### src/rtl/series_to_parrel_fsk.sv
// series_to_parrel_fsk: FSK receive-side serial-to-parallel converter.
// Oversampled demodulated bits are resolved by a 3-sample mid-bit majority
// vote and reassembled LSB first into WIDTH-bit words, each announced with
// a one-cycle data_valid strobe.
module series_to_parrel_fsk #(
  parameter int WIDTH = 16,
  parameter int OSR   = 16
) (
  input  logic             clk_256,
  input  logic             reset,
  input  logic             demod_bit,
  input  logic             frame_start,
  output logic [WIDTH-1:0] sig_to_dac,
  output logic             data_valid,
  output logic             noisy,
  output logic             busy
);

  localparam int SW = (OSR > 1) ? $clog2(OSR) : 1;
  localparam int BW = (WIDTH > 1) ? $clog2(WIDTH) : 1;

  localparam logic [SW-1:0] S_LAST = SW'(OSR - 1);
  localparam logic [SW-1:0] S_V0   = SW'(OSR / 2 - 1);
  localparam logic [SW-1:0] S_V1   = SW'(OSR / 2);
  localparam logic [SW-1:0] S_V2   = SW'(OSR / 2 + 1);
  localparam logic [BW-1:0] B_LAST = BW'(WIDTH - 1);

  typedef enum logic {
    IDLE,
    RECV
  } state_t;

  state_t           state, state_n;
  logic [SW-1:0]    s, s_n, s_cur;
  logic [BW-1:0]    b, b_n, b_cur;
  logic [WIDTH-1:0] shift, shift_n, shift_cur;
  logic             acc, acc_n, acc_cur;
  logic             v0, v0_n, v1, v1_n;
  logic [WIDTH-1:0] dout_n;
  logic             noisy_n, valid_n;
  logic             active, vote, unanimous;

  assign busy = (state == RECV);

  // Next-state logic: a frame_start restarts counting at sample 0 of bit 0
  // using this cycle's sample, so it naturally pre-empts a last-bit decision.
  always_comb begin
    state_n   = state;
    s_n       = s;
    b_n       = b;
    shift_n   = shift;
    acc_n     = acc;
    v0_n      = v0;
    v1_n      = v1;
    dout_n    = sig_to_dac;
    noisy_n   = noisy;
    valid_n   = 1'b0;
    active    = frame_start || (state == RECV);
    s_cur     = frame_start ? '0 : s;
    b_cur     = frame_start ? '0 : b;
    shift_cur = frame_start ? '0 : shift;
    acc_cur   = frame_start ? 1'b0 : acc;
    vote      = (v0 & v1) | (v0 & demod_bit) | (v1 & demod_bit);
    unanimous = (v0 == v1) && (v1 == demod_bit);

    if (active) begin
      state_n = RECV;
      shift_n = shift_cur;
      acc_n   = acc_cur;

      if (s_cur == S_V0) v0_n = demod_bit;
      if (s_cur == S_V1) v1_n = demod_bit;

      if (s_cur == S_V2) begin
        shift_n[b_cur] = vote;
        if (!unanimous) acc_n = 1'b1;
        if (b_cur == B_LAST) begin
          dout_n  = shift_n;
          noisy_n = acc_n;
          valid_n = 1'b1;
          shift_n = '0;
          acc_n   = 1'b0;
        end
      end

      if (s_cur == S_LAST) begin
        s_n = '0;
        b_n = (b_cur == B_LAST) ? '0 : b_cur + BW'(1);
      end else begin
        s_n = s_cur + SW'(1);
        b_n = b_cur;
      end
    end
  end

  // State and output registers with synchronous reset that discards any partial word.
  always_ff @(posedge clk_256) begin
    if (reset) begin
      state      <= IDLE;
      s          <= '0;
      b          <= '0;
      shift      <= '0;
      acc        <= 1'b0;
      v0         <= 1'b0;
      v1         <= 1'b0;
      sig_to_dac <= '0;
      noisy      <= 1'b0;
      data_valid <= 1'b0;
    end else begin
      state      <= state_n;
      s          <= s_n;
      b          <= b_n;
      shift      <= shift_n;
      acc        <= acc_n;
      v0         <= v0_n;
      v1         <= v1_n;
      sig_to_dac <= dout_n;
      noisy      <= noisy_n;
      data_valid <= valid_n;
    end
  end

endmodule

### config.mk
export PLATFORM = sky130hd
export DESIGN_NAME = series_to_parrel_fsk
export DESIGN_NICKNAME = d
export VERILOG_FILES = /design/src/rtl/series_to_parrel_fsk.sv
export SDC_FILE = /design/constraint.sdc
export NUM_CORES = 1
export LEC_CHECK = 0
export CAP_MARGIN = 20
export CORE_ASPECT_RATIO = 0.9
export CORE_UTILIZATION = 55
export CTS_CLUSTER_DIAMETER = 200
export CTS_CLUSTER_SIZE = 20
export DETAILED_ROUTE_END_ITERATION = 10
export PLACE_DENSITY_LB_ADDON = 0.1
export SYNTH_ARGS = -nofsm -noshare
export SYNTH_HDL_FRONTEND = slang
export SYNTH_SLANG_ARGS = --single-unit
export TNS_END_PERCENT = 5
### constraint.sdc
create_clock -name clk_256 -period 2.17 [get_ports clk_256]
set_input_delay 0.3255 -clock clk_256 [delete_from_list [all_inputs] [get_ports clk_256]]
set_output_delay 0.3255 -clock clk_256 [all_outputs]
set_load 0.02 [all_outputs]
==> results.rst <==
.. list-table::
   :header-rows: 1

   * - Metric
     - Value
   * - Proportion of layout cells with a drive suffix above 1
     - 0.104
   * - Number of maximum-capacitance violations
     - 0
   * - Final-report max-slew violation count
     - 0
   * - Synthesized netlist net count
     - between 200 and 250
   * - Area growth from synthesis to final layout
     - 18.8%
   * - Achievable clock frequency
     - 514 MHz
   * - Per-cell routed wire length
     - 14.8 um
   * - Leakage
     - 0.947 nW
   * - Routed Antenna Nets
     - 0
   * - Starting Density
     - 0.597
   * - Most frequent standard cell in the layout excluding fill and tap cells
     - dfxtp_1
   * - Cell Chain, Critical Path
     - clkdlybuf4s50_1 -> inv_1 -> nand2_1 -> inv_1 -> ha_1 -> nand3_1 -> nor4_4 -> buf_4 -> mux2i_1 -> nor2b_1
   * - Number of post-CTS setup repair buffers
     - 0
   * - CTS tree
     - built
   * - GR peak layer
     - met2
   * - Area of the multi-input gates
     - ~1100 um^2
   * - Vias after detailed routing
     - 1,677
   * - Number of distinct library cells after synthesis
     - 33
   * - Critical path type
     - input pin to flop
   * - Yosys top cell by area
     - dfxtp_1
   * - Result of the run
     - finished, final reports clean
   * - Root Driver
     - clkbuf_8
   * - Share of the synthesized area in the top cell type
     - 0.428
   * - Worst setup slack after layout
     - 224 ps
   * - Category of the worst setup path capture point
     - flop
   * - Area inside the core boundary
     - about 3500 um^2
   * - Register clock-pin slew on the reported worst setup and hold paths
     - 80 ps
   * - Number of levels the H-tree was split into
     - 2
   * - Post-synthesis area per instance
     - 9.58 um^2
   * - Number of buffers inserted during clock tree synthesis
     - 5
   * - Worst rel slew slack
     - 0.653
   * - Proportion of synthesized chip area in sequential cells
     - 0.428
   * - Grt met3 use
     - 0.0733
   * - Met2 track demand over resource in global routing
     - 0.391
   * - Ranking of synthesized cells by area
     - dfxtp_1 (43%), mux2i_1 (12%), o2bb2ai_1 (6.2%), ha_1 (4.8%), nor2_1 (3.9%)
   * - Global-route usage over all layers
     - 0.245
   * - Area taken by flip-flops and latches
     - 901 um^2
   * - Fraction of the core area covered by cells at the end of the flow
     - 0.709
   * - Total of buffers placed on input and output ports
     - 22
   * - Drt drc
     - 0
   * - Final Hold Vio Count
     - 0
   * - Remaining Overflow, GRT
     - 0
   * - DP HPWL
     - 3070 um
   * - Total inserted antenna cells
     - 0
   * - Type of element launching the critical path
     - input pin
   * - Fill cells
     - ~260
   * - Hold slack final
     - 468 ps
   * - Post-placement worst setup slack
     - -78.0 ps
   * - Pin count of the biggest net entering global routing
     - 18
   * - Number of DRC markers after the initial detailed-route iteration
     - 127
   * - Final weighted congestion of routability-driven global placement
     - 0.878
   * - Data required time of the critical path
     - 2410 ps
   * - Ratio of final minimum period to clock period
     - 0.897
   * - Clock sinks
     - 45
   * - Met1 capacity usage during global routing
     - 0.314
   * - Critical path's largest stage delay
     - around 420 ps
   * - Unrepaired setup endpoints after global routing
     - no
   * - Count of boundary I/O pins
     - 23
   * - Hold/Removal Path Class
     - flop to flop
   * - Number of global-route vias before repair
     - roughly 1,600
   * - Via/cell ratio
     - 5.68
   * - Cell area after synthesis
     - 2110 um^2
   * - Wire length of the first global-routing pass
     - approximately 7400 um
   * - Overall power
     - between 0.001 and 0.0015 W
   * - Die outline width
     - 67.2 um
   * - Antenna violations before repair
     - 0
   * - Post-cts sizing count
     - 0
   * - Crit path max fanout
     - 9
   * - Latest clock arrival within the worst-skew pair
     - 300 ps
   * - Die area
     - 4080 um^2
   * - Slowest cell on crit path
     - clkdlybuf4s50_1
   * - Power density normalized to cell area
     - approximately 560 nW/um^2
   * - Warning count from the yosys run
     - 0
   * - Syn Inst Count
     - 220
   * - Hold bufs inserted after CTS
     - 0
   * - Placement Rows
     - 20
   * - Clock skew after layout
     - roughly 5.7 ps
   * - Buffer depth of the longest clock path
     - 2
   * - Final-report setup violation count
     - 0
   * - Number of flip-flops and latches in the synthesized netlist
     - 45
   * - Data arrival time of the critical path
     - 2180 ps
   * - Leading cell types in the layout, fill and taps excluded
     - dfxtp_1 (45), mux2i_1 (26), nor2_1 (22), clkdlybuf4s50_1 (22)
   * - Die Height
     - 60.7 um
   * - Final wirelength
     - 4360 um
   * - First-pass iteration count of the detailed router
     - 4
   * - Most prevalent standard cell on the critical path
     - inv_1
   * - Tightest Pin Transition
     - about 520 ps
   * - Worst VDD drop
     - 0.453 mV
   * - Nets
     - 262
   * - Minimum period implied by the final worst setup slack
     - 1950 ps
final cells by class:
class                           count  area share
Timing Repair Buffer               36       0.130
Sequential cell                    45       0.360
Inverter                           15      0.0225
Multi-Input combinational cell    147       0.433
Clock buffer                        6      0.0290
Clock inverter                      2     0.00400
Tap cell                           44      0.0220
cells in the mapped netlist:
master,instances
nor3_1,4
a211o_1,1
nand2b_1,4
nand4_1,1
or2_2,2
nor2b_1,11
o221a_2,1
dfxtp_1,45
nand3_1,6
nand2_1,7
buf_6,2
o21ai_0,2
nor4_4,1
a31oi_1,4
ha_1,8
a311oi_1,1
nand4b_4,1
xnor2_1,3
nand4b_1,1
a21oi_1,8
nor4_1,1
nand3b_1,9
a211oi_1,5
nor2_1,22
inv_1,15
o31ai_1,1
clkbuf_2,1
a21boi_0,1
xor2_1,1
clkbuf_1,8
buf_2,2
o2bb2ai_1,15
mux2i_1,26
power by group:
group          total (W)  leakage (nW)  internal (W)  switching, W
Clock           0.000513        0.0450      0.000224      0.000289
Combinational  0.0000534         0.539     0.0000224     0.0000310
Sequential      0.000839         0.363      0.000829     0.0000102
Total            0.00141         0.947       0.00108      0.000330
worst paths after layout:
kind         slack, ps             end         from  cells after the start
max                220  sig_to_dac[12]  frame_start                     10
min                470        shift[5]     shift[5]                      1
max reg2reg        360  sig_to_dac[12]         b[3]                      5
min reg2reg        470        shift[5]     shift[5]                      1
through the flow:
stage | cell area, um^2 | std cells | setup TNS, ps
2_1_floorplan | 2110 | 220 | 0
3_3_place_gp | 2420 | 287 | 0
3_5_place_dp | 2420 | 287 | -371
4_1_cts | 2500 | 295 | 0
5_1_grt | 2500 | 295 | 0
6_report | 2500 | 295 | 0
metal layers:
metal | part of all wire | vias up
li1 | - | 829
met1 | 0.48 | 791
met2 | 0.45 | 49
met3 | 0.054 | 8
met4 | 0.014 | 0
met5 | 0 | -
flip-flops by register name, indices dropped and copies added (netlist names), 4 cells and up:
| register | flops |
|---|---|
| sig_to_dac | 16 |
| shift | 15 |
| b | 4 |
| s | 4 |
critical path, delay by kind of cell:
| family | cells | cell delay (ps) |
|---|---|---|
| simple gates | 4 | 590 |
| buf+inv | 4 | 880 |
| fa+ha+maj | 1 | 170 |
| mux | 1 | 210 |
kinds of logic after synthesis:
kind of cell / synth area share
DFF: 0.428
and+or+nand+nor: 0.189
buffers and inverters: 0.0588
xor gates and xnor gates: 0.0166
AOI/OAI and AO/OA: 0.137
muxes: 0.124
adders and majority gates: 0.0475
Power figures use the tool's default switching activity.
